<file path="config.mk">
export PLATFORM = sky130hd
export DESIGN_NAME = seq_generator_flat
export DESIGN_NICKNAME = d
export VERILOG_FILES = /design/src/rtl/seq_generator_if.sv /design/src/rtl/seq_generator.sv /design/src/flat_wrapper.sv
export SDC_FILE = /design/constraint.sdc
export NUM_CORES = 1
export LEC_CHECK = 0
export ABC_AREA = 1
export CAP_MARGIN = 10
export CORE_ASPECT_RATIO = 1.5
export CORE_MARGIN = 1.5
export CORE_UTILIZATION = 53
export DETAILED_ROUTE_END_ITERATION = 10
export GPL_ROUTABILITY_DRIVEN = 0
export PLACE_DENSITY = 0.78
export SLEW_MARGIN = 30
export SYNTH_ARGS = -nofsm -noshare
export SYNTH_HDL_FRONTEND = slang
export SYNTH_SLANG_ARGS = --single-unit
</file>
<file path="constraint.sdc">
create_clock -name clk -period 1.7 [get_ports clk]
set_clock_uncertainty 0.05 [all_clocks]
set_input_delay 0.425 -clock clk [delete_from_list [all_inputs] [get_ports clk]]
set_output_delay 0.425 -clock clk [all_outputs]
set_load 0.005 [all_outputs]
</file>
<file path="src/rtl/seq_generator_if.sv">
// Handshake and serial-output bundle of the sync+payload frame transmitter.
// The master side requests frames and the slave side is the transmitter itself.
interface seq_generator_if #(
    parameter int DATA_W = 8
);
    logic              start;
    logic [DATA_W-1:0] data_in;
    logic              ready;
    logic              busy;
    logic              x;
    logic              x_valid;
    logic              done;

    modport master (
        output start, data_in,
        input  ready, busy, x, x_valid, done
    );

    modport slave (
        input  start, data_in,
        output ready, busy, x, x_valid, done
    );
endinterface

</file>
<file path="src/rtl/seq_generator.sv">
// Serial frame transmitter: sync word then latched payload, MSB first, one bit
// per clock, followed by an idle gap whose first cycle carries a done pulse.
module seq_generator #(
    parameter int                SYNC_W   = 4,
    parameter logic [SYNC_W-1:0] SYNC_PAT = 4'b1010,
    parameter int                DATA_W   = 8,
    parameter int                GAP      = 2
) (
    input logic            clk,
    input logic            rst_n,
    seq_generator_if.slave bus
);
    localparam int TOT_W   = SYNC_W + DATA_W;
    localparam int BIT_MAX = ((SYNC_W > DATA_W) ? SYNC_W : DATA_W) - 1;
    localparam int BIT_CW  = (BIT_MAX > 0) ? $clog2(BIT_MAX + 1) : 1;
    localparam int GAP_CW  = (GAP > 1) ? $clog2(GAP) : 1;

    typedef enum logic [1:0] {
        S_IDLE,
        S_SYNC,
        S_DATA,
        S_GAP
    } state_t;

    state_t             state;
    logic [TOT_W-1:0]   shreg;
    logic [BIT_CW-1:0]  bit_cnt;
    logic [GAP_CW-1:0]  gap_cnt;
    logic               x_valid_q;
    logic               done_q;
    logic               ready_q;

    // The serial bit is the shift register MSB; the frame shifts zeros in behind
    // it, so the line idles low once the last payload bit has left.
    assign bus.x       = shreg[TOT_W-1];
    assign bus.x_valid = x_valid_q;
    assign bus.done    = done_q;
    assign bus.ready   = ready_q;
    assign bus.busy    = ~ready_q;

    // NOTE: state is updated with non-blocking assignments so every register
    // samples the pre-edge values, independent of statement order.
    always_ff @(posedge clk or negedge rst_n) begin
        if (!rst_n) begin
            state     <= S_IDLE;
            shreg     <= '0;
            bit_cnt   <= '0;
            gap_cnt   <= '0;
            x_valid_q <= 1'b0;
            done_q    <= 1'b0;
            ready_q   <= 1'b1;
        end else begin
            done_q <= 1'b0;
            case (state)
                S_IDLE: begin
                    if (bus.start) begin
                        shreg     <= {SYNC_PAT, bus.data_in};
                        bit_cnt   <= BIT_CW'(SYNC_W - 1);
                        x_valid_q <= 1'b1;
                        ready_q   <= 1'b0;
                        state     <= S_SYNC;
                    end
                end
                S_SYNC: begin
                    shreg <= shreg << 1;
                    if (bit_cnt == '0) begin
                        bit_cnt <= BIT_CW'(DATA_W - 1);
                        state   <= S_DATA;
                    end else begin
                        bit_cnt <= bit_cnt - 1'b1;
                    end
                end
                S_DATA: begin
                    shreg <= shreg << 1;
                    if (bit_cnt == '0) begin
                        x_valid_q <= 1'b0;
                        done_q    <= 1'b1;
                        gap_cnt   <= GAP_CW'(GAP - 1);
                        state     <= S_GAP;
                    end else begin
                        bit_cnt <= bit_cnt - 1'b1;
                    end
                end
                S_GAP: begin
                    if (gap_cnt == '0) begin
                        ready_q <= 1'b1;
                        state   <= S_IDLE;
                    end else begin
                        gap_cnt <= gap_cnt - 1'b1;
                    end
                end
                default: state <= S_IDLE;
            endcase
        end
    end
endmodule

</file>
<file path="src/flat_wrapper.sv">
// flat-port wrapper written by rule: the top's interface ports become plain ports
module seq_generator_flat 
#(
    parameter int                SYNC_W   = 4,
    parameter logic [SYNC_W-1:0] SYNC_PAT = 4'b1010,
    parameter int                DATA_W   = 8,
    parameter int                GAP      = 2
)
  (clk, rst_n, bus_start, bus_data_in, bus_ready, bus_busy, bus_x, bus_x_valid, bus_done);
  seq_generator_if #(.DATA_W(DATA_W)) bus_i ();
  input logic clk;
  input logic rst_n;
  input wire logic [$bits(bus_i.start)-1:0] bus_start;
  input wire logic [$bits(bus_i.data_in)-1:0] bus_data_in;
  output wire logic [$bits(bus_i.ready)-1:0] bus_ready;
  output wire logic [$bits(bus_i.busy)-1:0] bus_busy;
  output wire logic [$bits(bus_i.x)-1:0] bus_x;
  output wire logic [$bits(bus_i.x_valid)-1:0] bus_x_valid;
  output wire logic [$bits(bus_i.done)-1:0] bus_done;
  assign bus_i.start = bus_start;
  assign bus_i.data_in = bus_data_in;
  assign bus_ready = bus_i.ready;
  assign bus_busy = bus_i.busy;
  assign bus_x = bus_i.x;
  assign bus_x_valid = bus_i.x_valid;
  assign bus_done = bus_i.done;
  seq_generator #(.SYNC_W(SYNC_W), .SYNC_PAT(SYNC_PAT), .DATA_W(DATA_W), .GAP(GAP)) u_core (.clk(clk), .rst_n(rst_n), .bus(bus_i));
endmodule
</file>
---- Word level (Yosys, flattened, before mapping) ----
Index checks and enable logic that the tools add are counted.
word-level totals
  register bits after elaboration ......... 21
  bits of input ports ..................... 11
  output and inout port bits .............. 5
  word-level logic and storage cells ...... 54
operators by class
  add/sub/neg operators ................... 2
  equal/unequal tests ..................... 8
  muxes and demuxes ....................... 22
  bitwise logic cells ..................... 1
  reduce and logical (&&, ||, !) cells .... 14
operator list
  operator                                               count
  one-hot mux 12 bit (2 select lines)                    1
  2-to-1 mux 12 bit                                      1
  2-to-1 mux 3 bit                                       3
  one-hot mux 3 bit (3 select lines)                     1
  AND reduction 3 bit                                    3
  2-to-1 mux 1 bit                                       8
  2-to-1 mux 2 bit                                       4
  one-hot mux 2 bit (4 select lines)                     1
  nonzero test 2 bit                                     4
  inequality test 2 bit, second input constant           3
  one-hot mux 1 bit (2 select lines)                     3
  == test 2 bit, second input constant                   2
  inequality test 2 x 1 -> 1 bit, second input constant  2
  AND reduction 2 bit                                    2
  AND reduction 4 bit                                    1
  zero test 3 bit                                        1
  nonzero test 3 bit                                     1
  subtractor 3 x 1 -> 3 bit, second input constant       1
  == test 2 x 1 -> 1 bit, second input constant          1
  zero test 2 bit                                        1
  OR reduction 2 bit                                     1
  NOT 1 bit                                              1
  subtractor 1 bit, second input constant                1

---- Logic depth before layout (Yosys ltp) ----
  depth in word-level cells ............... 4
  gate-level depth with buffers ........... 8
  mapped depth without buffers ............ 8

---- Least setup slack after synthesis ----
OpenSTA, ideal clock, no wires.
  kind .................................... register -> register
  start ................................... register u_core.state[0]
  end ..................................... register u_core.shreg[1]
  setup time .............................. 0.117 ns
  arrival ................................. 1.256 ns
  required time ........................... 1.533 ns
  slack ................................... 0.276 ns
  cell stages (with the launch flop) ...... 9
  clock period less this slack ............ 1.424 ns
  path through ............................ dfrtp_1 > inv_1 > ha_1 > inv_2 > buf_6 > nand2_1 > o21ai_0 > nand2_1 > o21ai_2
between the ends
  cells in the longest elaborated chain, start to end .. 4
  elaborated cells between the ends (all ways) .. 8
RTL lines
  item                                                     line                 source
  from (decl)                                              seq_generator.sv:25  state_t state;
  from (signal assigned)                                   seq_generator.sv:45  state <= S_IDLE;
  from (signal assigned)                                   seq_generator.sv:61  state <= S_SYNC;
  from (signal assigned)                                   seq_generator.sv:68  state <= S_DATA;
  == test 2 x 1 -> 1 bit or == test 2 bit (tied branches)  seq_generator.sv:54  case (state)
  OR reduction 2 bit (no line)                             -
  nonzero test 2 bit (no line)                             -
  AND reduction 2 bit (no line)                            -
  to (signal assigned)                                     seq_generator.sv:57  shreg <= {SYNC_PAT, bus.data_in};
  to (signal assigned)                                     seq_generator.sv:65  shreg <= shreg << 1;
  to (signal assigned)                                     seq_generator.sv:74  shreg <= shreg << 1;
  to (decl)                                                seq_generator.sv:26  logic [TOT_W-1:0] shreg;
Several ways; a longest one is shown, not always the timed one.
A chain may end at the register's enable or synchronous reset.

---- Worst setup path in the final report ----
  start ................................... register u_core.shreg[11]
  end ..................................... output port bus_x
RTL lines
  item       line                source
  to (decl)  flat_wrapper.sv:17  output wire logic [$bits(bus_i.x)-1:0] bus_x;
No word-level cell between the ends.

==> impl_metrics.prom <==
# TYPE chip_impl_metric gauge
chip_impl_info{name="status",value="finished clean"} 1
chip_impl_metric{name="track_usage",unit="%"} 20.90
chip_impl_info{name="cts_root_buffer",value="clkbuf_4"} 1
chip_impl_metric{name="syn-instance-count",unit=""} 141
chip_impl_metric{name="finalSetupViolations",unit=""} 0
chip_impl_metric{name="fin_nets",unit=""} 178
chip_impl_metric{name="cp_num_buf_inv",unit=""} 1
chip_impl_info{name="worst_setup_path_start_kind",value="flip-flop"} 1
chip_impl_metric{name="postSynthAreaPerCell",unit="sq um"} 8.022
chip_impl_metric{name="met3_routing_resource_usage_after_global_routing",unit="%"} 2.256
chip_impl_metric{name="io_buffers",unit=""} 15
chip_impl_metric{name="drc_errors",unit=""} 0
chip_impl_metric{name="syn-cell-area",unit="sq mm"} 0.001131
chip_impl_info{name="r2r-start",value="u_core.state[0]"} 1
chip_impl_metric{name="max-clock-path-buffers",unit=""} 2
chip_impl_metric{name="yosys.area.top_type_share",unit="%"} 44.25
chip_impl_metric{name="totalWireLength",unit="mm"} 1.872
chip_impl_info{name="critical_path.endpoint_type",value="output port"} 1
chip_impl_metric{name="place.detailed.hpwl",unit="mm"} 1.475
chip_impl_metric{name="antenna-diode-count",unit=""} 0
chip_impl_metric{name="critical_path_required",unit="ns"} 1.22
chip_impl_info{name="final_common_cell",value="nand2_1"} 1
chip_impl_metric{name="number_of_global_route_vias_before_repair",unit=""} 902
chip_impl_metric{name="clock_insertion_delay_worst_skew",unit="ns"} 0.29
chip_impl_metric{name="max_cap_viol_count",unit=""} 0
chip_impl_metric{name="post-place-cells",unit=""} 177
chip_impl_metric{name="ys_seq_area_share",unit="%"} 46.57
chip_impl_metric{name="routed_via_density",unit=""} 5.033
chip_impl_metric{name="floorplan.io_pins",unit=""} 16
chip_impl_metric{name="grt_first_pass_wirelength",unit="mm"} 3.498
chip_impl_metric{name="grt_max_degree",unit=""} 22
chip_impl_metric{name="clk_transition_reported_paths",unit="ns"} 0.11
chip_impl_info{name="timing.hold.worst.class",value="input pin to asynchronous set/reset pin"} 1
chip_impl_metric{name="grt.met2_usage",unit="%"} 36.28
chip_impl_metric{name="finalWorstSetupSlack",unit="ns"} 0.06564
chip_impl_metric{name="dr.pass1.iters",unit=""} 4
chip_impl_info{name="synth.top_cells.by_area",value="dfrtp_1 44%, nand2_1 15%, inv_1 8.0%"} 1
chip_impl_metric{name="ys.warnings.count",unit=""} 0
chip_impl_metric{name="period_share",unit="%"} 96.14
chip_impl_info{name="timing.critical_path.to",value="bus_x"} 1
chip_impl_metric{name="dr.first_iter.drc_count",unit=""} 19
chip_impl_metric{name="placedInstanceArea",unit="sq mm"} 0.001294
chip_impl_info{name="unrepaired_setup_endpoints_after_global_routing",value="yes"} 1
chip_impl_metric{name="fin_cells",unit=""} 182
chip_impl_info{name="crit_path_top_delay_cell",value="clkdlybuf4s50_1"} 1
chip_impl_info{name="cts_tree",value="built"} 1
chip_impl_metric{name="post-route-cell-area",unit="sq mm"} 0.001325
chip_impl_metric{name="detail-route-antenna-nets",unit=""} 0
chip_impl_metric{name="detail_route.wl_per_cell",unit="um"} 10.29
chip_impl_metric{name="critical_path.max_fanout",unit=""} 2
chip_impl_metric{name="start_util",unit="%"} 55.80
chip_impl_metric{name="design.die.area",unit="sq mm"} 0.002426
chip_impl_metric{name="use_met1",unit="%"} 24.63
chip_impl_metric{name="synth.lib_cells_used.distinct",unit=""} 19
chip_impl_metric{name="htree_num_levels",unit=""} 1
chip_impl_metric{name="cts_inserted_buffers",unit=""} 3
chip_impl_metric{name="whs",unit="ns"} 0.4125
chip_impl_metric{name="vias",unit=""} 916
chip_impl_info{name="layout_common_cells",value="44 x nand2_1, 24 x inv_1, 20 x dfrtp_1"} 1
chip_impl_metric{name="core.rowCount",unit=""} 20
chip_impl_metric{name="finalCriticalPeriod",unit="ns"} 1.634
chip_impl_metric{name="rrSetupSlack",unit="ns"} 0.12
chip_impl_metric{name="tritoncts_num_sinks",unit=""} 21
chip_impl_metric{name="tightestPinTransition",unit="ns"} 0.2644
chip_impl_metric{name="final_core_util",unit="%"} 65.37
chip_impl_metric{name="grt_overflow_total",unit=""} 0
chip_impl_metric{name="arrival_time_of_data_at_the_critical_path_endpoint",unit="ns"} 1.16
chip_impl_metric{name="floorplan.die.width",unit="um"} 40.72
chip_impl_metric{name="worstRegToRegCells",unit=""} 6
chip_impl_info{name="timing.critical_path.cells",value="clkdlybuf4s50_1"} 1
chip_impl_metric{name="timing.slew.headroom",unit="%"} 82.37
chip_impl_metric{name="hold_viol_final",unit=""} 0
chip_impl_info{name="path_class",value="flip-flop to output port"} 1
chip_impl_metric{name="mappedNetlistNets",unit=""} 158
chip_impl_metric{name="antenna_violations_before_repair",unit=""} 0
chip_impl_info{name="post-synth-top-area-cell",value="dfrtp_1"} 1
chip_impl_metric{name="fp.coreArea",unit="sq mm"} 0.002027
chip_impl_info{name="crit-reg2reg-capture",value="u_core.shreg[2]"} 1
chip_impl_metric{name="timing.critical_path.slowest_cell_delay",unit="ns"} 0.50
chip_impl_metric{name="drive_gt1_share",unit="%"} 10.63
chip_impl_info{name="gr-max-usage-layer",value="met2"} 1
chip_impl_info{name="critPathTopFamily",value="buffers and inverters"} 1
chip_impl_metric{name="cp.depth",unit=""} 1
chip_impl_metric{name="area.growth.synth_to_final",unit="%"} 17.15
chip_impl_metric{name="vdd_ir_drop_max",unit="uV"} 1307
chip_impl_metric{name="power.static_leakage",unit="uW"} 0.0007058
chip_impl_metric{name="die_h",unit="um"} 59.58
chip_impl_info{name="cp-startpoint",value="u_core.shreg[11]"} 1
chip_impl_metric{name="finalMaxSlewViolations",unit=""} 0
chip_impl_metric{name="place_worst_setup_slack",unit="ns"} 0.01935
chip_impl_metric{name="power-per-cell-area",unit="mW/mm^2"} 2083
chip_impl_metric{name="fmax",unit="GHz"} 0.6119
chip_impl_metric{name="ys_seq_elements",unit=""} 21
==> cell families after synthesis <==
logic type	after synthesis	share of synthesized area (%)
AND/OR/NAND/NOR	64	24.23
AO/OA/AOI/OAI	23	12.28
flip-flops	21	46.57
buffers and inverters	27	10.29
adder cells (fa/ha/maj)	6	6.637
==> worst min path at each step <==
stage,depth (start not counted),to,slack [ns]
2_1_floorplan,0,u_core.bit_cnt[0],0.08
3_3_place_gp,2,u_core.bus.ready,0.41
3_5_place_dp,2,u_core.bus.ready,0.41
4_1_cts,2,u_core.bus.x_valid,0.42
5_1_grt,2,u_core.shreg[7],0.44
6_report,2,u_core.shreg[7],0.41
==> registers in the layout, summed over array words and instances (netlist names) <==
signal	count
u_core.bus.done	1
u_core.gap_cnt	1
u_core.state	2
u_core.bit_cnt	3
u_core.bus.x_valid	1
u_core.bus.ready	1
u_core.shreg	12
==> where the power goes <==
| part | internal (uW) | switching [uW] | leakage (uW) | total, uW |
|---|---|---|---|---|
| combinational | 632 | 1020 | 0.000432 | 1650 |
| clock | 91.2 | 142 | 0.0000150 | 234 |
| sequential | 759 | 113 | 0.000258 | 872 |
==> area by class of cell <==
type                       count  area (sq um)
clock buffer                   4         26.28
fill                         169         701.9
inverter                      25         93.84
multi-input combinational     93         488.0
sequential                    21         526.8
tap                           22         27.53
timing repair buffer          17         162.7
==> repair_timing <==
| action | in CTS | in global routing |
|---|---|---|
| setup buffers | 1 | 0 |
| setup endpoints to repair | 2 | 1 |
| resized for setup | 2 | 0 |
| hold buffers | 0 | 0 |
==> synth_stat cells <==
library cell,n
nand2_1,44
inv_1,24
dfrtp_1,20
o21ai_0,11
nand3_1,9
ha_1,6
nor2_1,6
o21ai_2,5
o21ai_1,3
a21oi_1,2
buf_6,2
nand2_4,2
a22oi_1,1
dfstp_2,1
inv_2,1
nand2_2,1
nor2_2,1
o21a_1,1
or2_2,1
==> per-layer routing <==
| layer | part of all wire, % | vias to the layer above | routed length [um] |
|---|---|---|---|
| met3 | 2.9 | 2 | 55 |
| met2 | 53 | 15 | 994 |
| met4 | 0.91 | 0 | 17 |
| met5 | 0 | - | 0 |
| li1 | - | 471 | - |
| met1 | 43 | 428 | 804 |
==> per-stage QoR <==
stage	setup TNS (ns)	power, uW
floorplan	0	2244
global placement	0	2509
detailed placement	0	2567
CTS	0	2802
global route	-0.01317	3113
finish	0	2760
Power figures use the tool's default switching activity.
